--- src/rtl/vram_pkg.sv ---
// Shared VRAM definitions: geometry of the text screen, word types and the
// port-A arbiter state encoding.
package vram_pkg;

  localparam int VRAM_ADDR_W = 10;
  localparam int VRAM_DATA_W = 8;
  localparam int TEXT_COLS   = 60;
  localparam int TEXT_ROWS   = 17;

  localparam logic [VRAM_DATA_W-1:0] BLANK_CHAR = 8'h20;

  typedef logic [VRAM_ADDR_W-1:0] vram_addr_t;
  typedef logic [VRAM_DATA_W-1:0] vram_data_t;

  typedef enum logic {
    ARB   = 1'b0,
    CLEAR = 1'b1
  } arb_state_e;

endpackage

--- src/rtl/vram_clear_seq.sv ---
// Screen-clear sequencer: walks addresses 0..CLEAR_WORDS-1 while the arbiter
// is in CLEAR. The counter has one extra bit so a full 2^ADDR_W clear ends on
// its terminal count instead of wrapping back to zero.
module vram_clear_seq
  import vram_pkg::*;
#(
  parameter int ADDR_W      = VRAM_ADDR_W,
  parameter int CLEAR_WORDS = TEXT_COLS * TEXT_ROWS
) (
  input  logic              clk,
  input  logic              rst_n,
  input  logic              start,
  input  logic              active,
  output logic [ADDR_W-1:0] addr,
  output logic              busy,
  output logic              done
);

  localparam int CNT_W = ADDR_W + 1;
  localparam logic [CNT_W-1:0] LAST_CNT = CNT_W'(CLEAR_WORDS - 1);

  logic [CNT_W-1:0] count_q, count_d;
  logic             busy_q, busy_d;

  assign done = active && (count_q == LAST_CNT);
  assign addr = count_q[ADDR_W-1:0];
  assign busy = busy_q;

  // Restart from zero on start, step once per clear cycle, drop busy at the end.
  always_comb begin
    count_d = count_q;
    busy_d  = busy_q;
    if (start) begin
      count_d = '0;
      busy_d  = 1'b1;
    end else if (active) begin
      if (done) begin
        count_d = '0;
        busy_d  = 1'b0;
      end else begin
        count_d = count_q + CNT_W'(1);
      end
    end
  end

  // Counter and busy registers; reset aborts any clear in progress.
  always_ff @(posedge clk or negedge rst_n) begin
    if (!rst_n) begin
      count_q <= '0;
      busy_q  <= 1'b0;
    end else begin
      count_q <= count_d;
      busy_q  <= busy_d;
    end
  end

endmodule

--- src/rtl/vram_write_arbiter.sv ---
// VRAM port-A write arbiter: round-robin between the CPU (req0) and a bulk
// writer (req1), with registered port-A outputs. The screen-clear sequencer
// is compiled in only when VRAM_ARB_CLEAR_EN is defined.
module vram_write_arbiter
  import vram_pkg::*;
#(
  parameter int               ADDR_W      = VRAM_ADDR_W,
  parameter int               DATA_W      = VRAM_DATA_W,
  parameter int               CLEAR_WORDS = TEXT_COLS * TEXT_ROWS,
  parameter logic [DATA_W-1:0] CLEAR_CHAR = DATA_W'(BLANK_CHAR)
) (
  input  logic              MEMORY_CLK,
  input  logic              rst_n,
  input  logic              req0_valid,
  output logic              req0_ready,
  input  logic [ADDR_W-1:0] req0_addr,
  input  logic [DATA_W-1:0] req0_data,
  input  logic              req1_valid,
  output logic              req1_ready,
  input  logic [ADDR_W-1:0] req1_addr,
  input  logic [DATA_W-1:0] req1_data,
  input  logic              clear_start,
  output logic              clear_busy,
  output logic              v_cea,
  output logic [ADDR_W-1:0] v_ada,
  output logic [DATA_W-1:0] v_din
);

  logic              arb_en;
  logic              clear_active;
  logic [ADDR_W-1:0] clear_addr;
  logic              grant0, grant1;
  logic              last_grant_q, last_grant_d;
  logic              v_cea_q, v_cea_d;
  logic [ADDR_W-1:0] v_ada_q, v_ada_d;
  logic [DATA_W-1:0] v_din_q, v_din_d;

`ifdef VRAM_ARB_CLEAR_EN
  arb_state_e state_q, state_d;
  logic       clear_done;

  assign arb_en       = (state_q == ARB);
  assign clear_active = (state_q == CLEAR);

  vram_clear_seq #(
    .ADDR_W      (ADDR_W),
    .CLEAR_WORDS (CLEAR_WORDS)
  ) u_clear_seq (
    .clk    (MEMORY_CLK),
    .rst_n  (rst_n),
    .start  (arb_en && clear_start),
    .active (clear_active),
    .addr   (clear_addr),
    .busy   (clear_busy),
    .done   (clear_done)
  );

  // Enter CLEAR on a start pulse seen in ARB; return once the last cell is written.
  always_comb begin
    state_d = state_q;
    case (state_q)
      ARB:     if (clear_start) state_d = CLEAR;
      CLEAR:   if (clear_done)  state_d = ARB;
      default: state_d = ARB;
    endcase
  end

  // State register.
  always_ff @(posedge MEMORY_CLK or negedge rst_n) begin
    if (!rst_n) state_q <= ARB;
    else        state_q <= state_d;
  end
`else
  logic clear_cfg_unused;

  assign arb_en           = 1'b1;
  assign clear_active     = 1'b0;
  assign clear_addr       = '0;
  assign clear_busy       = 1'b0;
  assign clear_cfg_unused = clear_start | (CLEAR_WORDS == 0);
`endif

  assign req0_ready = grant0;
  assign req1_ready = grant1;

  // Sole requester wins; on a tie the one not granted last wins.
  always_comb begin
    grant0       = arb_en && req0_valid && (!req1_valid || last_grant_q);
    grant1       = arb_en && req1_valid && (!req0_valid || !last_grant_q);
    last_grant_d = last_grant_q;
    if (grant0) last_grant_d = 1'b0;
    if (grant1) last_grant_d = 1'b1;
  end

  // Select the next port-A write: clear cell, granted request, or hold.
  always_comb begin
    v_cea_d = 1'b0;
    v_ada_d = v_ada_q;
    v_din_d = v_din_q;
    if (clear_active) begin
      v_cea_d = 1'b1;
      v_ada_d = clear_addr;
      v_din_d = CLEAR_CHAR;
    end else if (grant0) begin
      v_cea_d = 1'b1;
      v_ada_d = req0_addr;
      v_din_d = req0_data;
    end else if (grant1) begin
      v_cea_d = 1'b1;
      v_ada_d = req1_addr;
      v_din_d = req1_data;
    end
  end

  // Port-A output registers and round-robin pointer.
  always_ff @(posedge MEMORY_CLK or negedge rst_n) begin
    if (!rst_n) begin
      v_cea_q      <= 1'b0;
      v_ada_q      <= '0;
      v_din_q      <= '0;
      last_grant_q <= 1'b1;
    end else begin
      v_cea_q      <= v_cea_d;
      v_ada_q      <= v_ada_d;
      v_din_q      <= v_din_d;
      last_grant_q <= last_grant_d;
    end
  end

  assign v_cea = v_cea_q;
  assign v_ada = v_ada_q;
  assign v_din = v_din_q;

endmodule

--- config.mk ---
export PLATFORM = sky130hd
export DESIGN_NAME = vram_write_arbiter
export DESIGN_NICKNAME = d
export VERILOG_FILES = /design/src/rtl/vram_pkg.sv /design/src/rtl/vram_clear_seq.sv /design/src/rtl/vram_write_arbiter.sv
export SDC_FILE = /design/constraint.sdc
export NUM_CORES = 1
export LEC_CHECK = 0
export ABC_AREA = 0
export CAP_MARGIN = 5
export CELL_PAD_IN_SITES_DETAIL_PLACEMENT = 0
export CELL_PAD_IN_SITES_GLOBAL_PLACEMENT = 2
export CORE_UTILIZATION = 22
export DETAILED_ROUTE_END_ITERATION = 8
export PLACE_DENSITY = 0.9
export SLEW_MARGIN = 0
export SYNTH_ARGS = -nofsm -noshare
export SYNTH_HDL_FRONTEND = slang
export SYNTH_SLANG_ARGS = --single-unit
export TNS_END_PERCENT = 100
--- constraint.sdc ---
create_clock -name MEMORY_CLK -period 2 [get_ports MEMORY_CLK]
set_clock_uncertainty 0.2 [all_clocks]
set_input_delay 0.6 -clock MEMORY_CLK [delete_from_list [all_inputs] [get_ports MEMORY_CLK]]
set_output_delay 0.6 -clock MEMORY_CLK [all_outputs]
set_load 0.01 [all_outputs]
==> results.toml, run 1 <==
[setup_path]
cpMaxStageDelayCell = "clkdlybuf4s50_1"
reg2reg_from = "last_grant_q$_DFFE_PN1P_"
crit_arrival_ps = 1160
cp_num_buf_inv = 1
crit_path_max_incr_delay_ps = 540
r2r_slack_ps = 590
critPathKind = "register to output port"
critPathLaunchType = "register"
worstPathRequired_ps = 1200
cp-end-kind = "output port"
crit_family = "buffers and inverters"
cp_max_fo = 2
path_cells = "clkdlybuf4s50_1"
startpoint = "v_ada[6]$_DFFE_PN0P_"

[outcome]
status = "finished clean"

[sta]
setup_tns_ps = 0
period_minus_slack_ps = 1960
rsz0062_at_grt = "no"
fmax_ghz = 0.509
hold_viol = 0
fin_crit_sh_pct = 98.1
timing.final.ws_setup_ps = 37.0
finalSetupViolations = 0
whs_ps = 357
drv_slew = 0

[clock_tree]
cts_num_sinks = 20
clkTransAtPathRegs_ps = 80
cts.htree.levels = 1
cts_buffers = 3
cts_hold_buf = 0
tritoncts = "built"
clockBufferDepth = 2
cts_root_buffer = "clkbuf_8"
clock_latency_ps = 250

[floorplanning]
rows = 26
dieArea_mm2 = 0.00560
start_util_pct = 22.8
io_pins = 63
die_y_um = 74.8
die_w_um = 74.8
core_mm2 = 0.00511

[place]
place_area_mm2 = 0.00179
dp_hpwl_mm = 2.21
pre_cts_ws_ps = -633
routabilityCongestion = 0.694
placedCellCount = 238
port_buffers = 60

[yosys]
yosysSeqAreaShare_pct = 43.0
synth_area_mm2 = 0.00117
synth_edf_count = 0
synth_compound_area_share_pct = 18.7
ys_warn_count = 0
syn_inst = 113
ys_top_cells_by_count = "dfrtp_1 (19), a31oi_1 (18), mux2i_1 (18), o21ai_1 (18), and3_1 (10)"
syn_avg_cell_area_um2 = 10.3
synth_top_area_share_pct = 40.8
yosysMostFrequentCell = "dfrtp_1"
yosys.area_share.simple_pct = 11.7
muxShareOfSynthArea_pct = 15.5
synthFlopType = "dfrtp_1"
synth_top_family_by_area = "compound AO/OA/AOI/OAI gates"
ys_ff_latch = 20
syn_nets = 154
ys_top_cells_by_area = "dfrtp_1 (41%), mux2i_1 (15%), a31oi_1 (9.7%), o21ai_1 (7.7%), and3_1 (5.4%)"
synthArstFlopShare_pct = 100
synth_xor_area_share_pct = 0
synth_top_cell_by_area = "dfrtp_1"
ys_types = 20
yosys.area_share.adder_pct = 0

[route]
wl_per_cell_um = 13.3
vias_per_cell = 4.40
drt_iter0_drc = 40
num_vias = 1070
ant_nets = 0
drc = 0
drt-total-wl_mm = 3.22
dr.pass1.iters = 4

[min_path]
worstHoldStart = "v_din[4]$_DFFE_PN0P_"
worstHoldPathType = "register to register"

[layout]
nets = 215
area_growth_pct = 59.9
instances_no_fill = 243
design_area_mm2 = 0.00186
drive_gt1_share_pct = 16.8
diodes = 0

[global_routing]
grt_use_total_pct = 11.7
grt_pass1_wl_mm = 4.91
antenna_found_initial = 0
grt_max_degree = 39
gr-total-overflow = 0
grt_pass1_vias = 989

[pwr]
combinationalPowerShare_pct = 33.7
leakagePower_nw = 0.867
ir_drop_v = 0.000282
power_frac_seq_pct = 40.4
p_sw_share_pct = 27.9
p_sw_mw = 0.339
clockPowerShare_pct = 25.9
p_int_mw = 0.875
powerDensity_mw_per_mm2 = 651

[flow_run]
drv_cap = 0
## kinds of logic after synthesis
kind of cell    Yosys count
compound gates           38
buf+inv                  15
flops                    20
mux                      18
other cells               1
simple gates             21
## path summary, 6_finish.rpt
| check | endpoint | cells past startpoint |
|---|---|---|
| worst max register to register | v_din[3]$_DFFE_PN0P_ | 4 |
| worst max-delay path | v_ada[6] | 1 |
| min in group asynchronous | v_din[0]$_DFFE_PN0P_ | 2 |
| worst min-delay path | v_din[4]$_DFFE_PN0P_ | 2 |
| worst min register to register | v_din[4]$_DFFE_PN0P_ | 2 |
| max in group asynchronous | last_grant_q$_DFFE_PN1P_ | 2 |
## metal layers
layer | GRT usage [%] | part of all wire [%] | vias to the layer above
met2 | 18.1 | 50 | 22
li1 | - | - | 536
met3 | 1.87 | 2.5 | 2
met1 | 16.6 | 46 | 510
met5 | 0 | 0 | -
met4 | 3.77 | 1.1 | 0
## layout by cell type (no fill, tap or decap)
cell and count:
mux2i_1 18, buf_2 3, o21ai_1 18, dlymetal6s2s_1 5
dfrtp_1 19, clkbuf_8 4, or2_2 1, and3_2 8
inv_1 2, clkdlybuf4s15_1 1, a31oi_1 18, buf_4 9
a21boi_2 1, dfstp_2 1, and3_1 10, o21a_1 1
conb_1 1, clkdlybuf4s50_1 51, nand2_2 2
## repair_timing
item,4_1_cts,5_1_grt
buffers inserted,1,0
setup endpoints to repair,2,7
pin swaps,0,1
resized for setup,10,10
## final cells by class
type / instances / area [µm²]
fill: 528 / 3240
sequential: 20 / 502
multi-input combinational: 78 / 547
tap: 70 / 87.6
timing repair buffer: 69 / 666
clock buffer: 4 / 55.1
inverter: 2 / 7.51
## power by group through the flow
stage | combinational [mW] | clock (mW) | sequential, mW
final | 0.409 | 0.315 | 0.490
after global routing | 0.446 | 0.341 | 0.498
after CTS | 0.418 | 0.330 | 0.491
after detailed placement | 0.413 | 0 | 0.500
after global placement | 0.413 | 0 | 0.498
after floorplan | 0.161 | 0 | 0.520
## flip-flops by register name, summed over array words and instances, names as in the netlist
name and flops:
last_grant_q 1, v_ada 10, v_cea 1, v_din 8
## per-stage QoR
step                      power, mW  util, %
after CTS                      1.24     36.2
after floorplan               0.681        -
after global placement        0.911     35.1
final                          1.21     36.5
after detailed placement      0.913     35.1
after global routing           1.29     36.5
(Power assumes the default switching activity.)
==> run 2: changes to the inputs <==
CORE_UTILIZATION = 23   (was 22)
CTS_CLUSTER_SIZE = 20   (was unset)
PLACE_DENSITY = 0.93   (was 0.9)
SLEW_MARGIN = unset   (was 0)
clock period = 2.3 ns   (was 2 ns; I/O delays follow)
==> results.toml, run 2 (synthesis results as in run 1) <==
[pwr]
p_int_mw = 0.730
combinationalPowerShare_pct = 34.5
leakagePower_nw = 0.803
powerDensity_mw_per_mm2 = 557
power_mw = 1.02
p_sw_share_pct = 28.3
clockPowerShare_pct = 23.6
ir_drop_v = 0.000190
power_frac_seq_pct = 41.8
p_sw_mw = 0.289

[setup_path]
crit_arrival_ps = 1320
critPathKind = "input port to output port"
crit_path_max_incr_delay_ps = 270
critPathLaunchType = "input port"
worstPathRequired_ps = 1410
cp-end-kind = "output port"
cp_max_fo = 3
cpMaxStageDelayCell = "dlygate4sd2_1"
path_cells = "dlygate4sd2_1 > a21boi_2 > clkdlybuf4s15_2"

[clock_tree]
clock_latency_ps = 250
cts_root_buffer = "clkbuf_8"
cts_hold_buf = 0
cts.repair.resized = 8
cts.htree.levels = 1
cts_buffers = 3
clockBufferDepth = 2
tritoncts = "built"
postCtsSetupRepairBufs = 0
clkTransAtPathRegs_ps = 80
cts_num_sinks = 20

[sta]
finalSetupViolations = 0
fin_crit_sh_pct = 96.3
timing.final.ws_setup_ps = 85.2
hold_viol = 0
rsz0062_at_grt = "no"
drv_slew = 0
period_minus_slack_ps = 2210
fmax_ghz = 0.452

[route]
drt_iter0_drc = 34
ant_nets = 0
dr.pass1.iters = 4
drc = 0
vias_per_cell = 4.55
wl_per_cell_um = 13.3
drt-total-wl_mm = 3.16
num_vias = 1082

[global_routing]
grt_max_degree = 39
grt_pass1_wl_mm = 4.84
grt_pass1_vias = 982
gr-total-overflow = 0
grt_use_total_pct = 12.0
antenna_found_initial = 0

[place]
pre_cts_ws_ps = -526
dp_hpwl_mm = 2.22
routabilityCongestion = 0.732
port_buffers = 60
place_area_mm2 = 0.00178

[layout]
fillers = 490
final_common_cell = "clkdlybuf4s50_1"
design_area_mm2 = 0.00183
drive_gt1_share_pct = 13.5
area_growth_pct = 56.8
diodes = 0
largest_reg_flops = 10
final_cell_mix = "clkdlybuf4s50_1 (56), dfrtp_1 (19), mux2i_1 (18), a31oi_1 (18), o21ai_1 (18)"
nets = 213

[floorplanning]
start_util_pct = 24.4
core_mm2 = 0.00479
die_w_um = 73.2
die_y_um = 73.2
rows = 25
dieArea_mm2 = 0.00536
io_pins = 63

[outcome]
status = "finished clean"

[min_path]
worstHoldPathType = "register to register"

[flow_run]
drv_cap = 0
==> run 2: cell count changes in the layout (fill, tap and decap cells not counted) <==
cell	delta
dlymetal6s2s_1	-5
buf_2	-2
clkbuf_1	+1
nand2_1	+2
clkdlybuf4s50_1	+5
clkbuf_8	-1
clkdlybuf4s15_2	+1
buf_4	-2
nand2_2	-2
dlygate4sd2_1	+1
==> run 2: power by group through the flow <==
stage / Sequential (mW) / Clock [mW] / Combinational, mW
detailed placement: 0.433 / 0 / 0.356
finish: 0.426 / 0.241 / 0.352
global route: 0.432 / 0.268 / 0.382
CTS: 0.428 / 0.255 / 0.356
global placement: 0.433 / 0 / 0.354
floorplan: 0.452 / 0 / 0.140
==> run 2: through the flow <==
step	instances	utilization (%)	setup TNS, ps	hold slack [ps]
floorplan	113	-	0	194
global placement	234	37.2	-952	332
detailed placement	234	37.2	-990	340
CTS	238	38.1	0	360
global route	238	38.2	0	385
finish	238	38.2	0	355
==> run 2: per-layer routing <==
| layer | GRT usage, % | routed length (µm) | vias up |
|---|---|---|---|
| met5 | 0 | 0 | - |
| met4 | 5.23 | 34 | 0 |
| met3 | 1.38 | 109 | 2 |
| met2 | 20.5 | 1590 | 26 |
| met1 | 15.1 | 1430 | 522 |
| li1 | - | - | 532 |
==> run 2: area by class of cell <==
type                    count  area [µm²]  share of cell area (%)
clock buffers               4        45.0                    2.46
inverters                   2        7.51                   0.411
multi-input cells          78         542                    29.6
flip-flops and latches     20         502                    27.4
well taps                  67        83.8                    4.59
repair buffers             67         648                    35.5
==> run 2: path summary, 6_finish.rpt <==
kind	startpoint	to	slack, ps	depth (start not counted)
max	req1_valid	req0_ready	90	3
min	v_ada[3]$_DFFE_PN0P_	v_ada[3]$_DFFE_PN0P_	350	2
max reg2reg	last_grant_q$_DFFE_PN1P_	v_din[2]$_DFFE_PN0P_	850	4
min reg2reg	v_ada[3]$_DFFE_PN0P_	v_ada[3]$_DFFE_PN0P_	350	2
max in group asynchronous	rst_n	last_grant_q$_DFFE_PN1P_	1050	2
min in group asynchronous	rst_n	v_ada[4]$_DFFE_PN0P_	560	2
==> run 2: critical path: cells and delay by family <==
kind	cells	cell delay, ps
AO/OA/AOI/OAI	1	130
buffers and inverters	2	510
==> run 3: changes to the inputs <==
CORE_MARGIN = 2   (was unset)
CORE_UTILIZATION = 22   (was 23)
PLACE_DENSITY = 0.9   (was 0.93)
clock period = 2.5 ns   (was 2.3 ns; I/O delays follow)
==> results.toml, run 3 (synthesis results as in run 1) <==
[sta]
fmax_ghz = 0.414
rsz0062_at_grt = "no"
period_minus_slack_ps = 2420
setup_tns_ps = 0
whs_ps = 357
hold_viol = 0
drv_slew = 0
fin_crit_sh_pct = 96.7
finalSetupViolations = 0

[layout]
final_cell_mix = "clkdlybuf4s50_1 (56), dfrtp_1 (19), mux2i_1 (18), a31oi_1 (18), o21ai_1 (18)"
diodes = 0
design_area_mm2 = 0.00182
seq_area_um2 = 502
drive_gt1_share_pct = 12.3
area_growth_pct = 56.4
final_common_cell = "clkdlybuf4s50_1"
multiInputGateArea_um2 = 538
fillers = 544
nets = 213
largest_reg_flops = 10

[route]
num_vias = 1083
met2_length_mm = 1.66
drc = 0
ant_nets = 0
wl_met3_um = 87
drt_iter0_drc = 37
vias_per_cell = 4.49
wl_per_cell_um = 13.8
route.top_layer_used = "met4"
m1WireLength_mm = 1.53
dr.pass1.iters = 4
drt-total-wl_mm = 3.32

[outcome]
status = "finished clean"

[clock_tree]
clkTransAtPathRegs_ps = 70
clockBufferDepth = 2
cts_root_buffer = "clkbuf_8"
tritoncts = "built"
cts.htree.levels = 1
cts_buffers = 3
clock_latency_ps = 250
cts_hold_buf = 0
cts_num_sinks = 20

[global_routing]
gr-total-overflow = 0
grt_pass1_vias = 1182
antenna_found_initial = 0
grt_max_degree = 30
grt_pass1_wl_mm = 5.70
grt_use_total_pct = 12.0

[min_path]
worstHoldPathType = "register to register"

[floorplanning]
rows = 26
start_util_pct = 22.8
die_y_um = 76.8
io_pins = 63
die_w_um = 76.8
dieArea_mm2 = 0.00590
core_mm2 = 0.00511

[place]
place_area_mm2 = 0.00178
port_buffers = 60
routabilityCongestion = 0.682
dp_hpwl_mm = 2.37

[setup_path]
critPathLaunchType = "input port"
cp_max_fo = 4
cp-end-kind = "output port"
worstPathRequired_ps = 1550
crit_arrival_ps = 1470
critPathKind = "input port to output port"

[pwr]
leakagePower_nw = 0.805
ir_drop_v = 0.000178
powerDensity_mw_per_mm2 = 512
power_mw = 0.933

[flow_run]
drv_cap = 0
==> run 3: layer usage <==
layer  vias to the layer above  global-route usage [%]
li1                        532                       -
met1                       526                    15.0
met2                        23                    21.1
met3                         2                    1.41
met4                         0                    4.36
met5                         -                       0
==> run 3: area by class of cell <==
cell class,instances,share of cell area (%)
clock buffer,4,2.47
inverter,2,0.412
multi-input combinational,78,29.5
sequential,20,27.5
tap,70,4.80
timing repair buffer,67,35.3
==> run 3: what timing repair did <==
item / CTS / global route
setup buffers: 0 / 0
setup endpoints to repair: 2 / 0
gates resized for setup: 3 / 0
==> run 3: final timing paths <==
check	slack, ps	from	endpoint	cells past startpoint
setup / recovery	80	req1_valid	req0_ready	3
hold / removal	360	v_din[0]$_DFFE_PN0P_	v_din[0]$_DFFE_PN0P_	2
setup reg to reg	1000	last_grant_q$_DFFE_PN1P_	v_ada[3]$_DFFE_PN0P_	4
hold reg to reg	360	v_din[0]$_DFFE_PN0P_	v_din[0]$_DFFE_PN0P_	2
max in group asynchronous	1180	rst_n	last_grant_q$_DFFE_PN1P_	2
min in group asynchronous	630	rst_n	v_ada[1]$_DFFE_PN0P_	2
==> run 3: metrics by stage <==
step	setup slack, ps	utilization, %	std cells
final	83.7	35.7	241
after global routing	11.0	35.7	241
after CTS	67.9	35.7	241
after detailed placement	-428	34.9	237
after global placement	-425	34.9	237
after floorplan	246	-	113
==> run 3: worst max-delay path: stages <==
cell and delay (ps):
dlygate4sd2_1 270, a21boi_0 150, dlygate4sd2_1 290
==> run 3: power breakdown <==
part	switching (mW)	internal [mW]	leakage [nW]	total (mW)
registers	0.0273	0.369	0.234	0.396
logic	0.130	0.187	0.548	0.317
clock network	0.107	0.113	0.0228	0.220
total	0.265	0.669	0.805	0.933
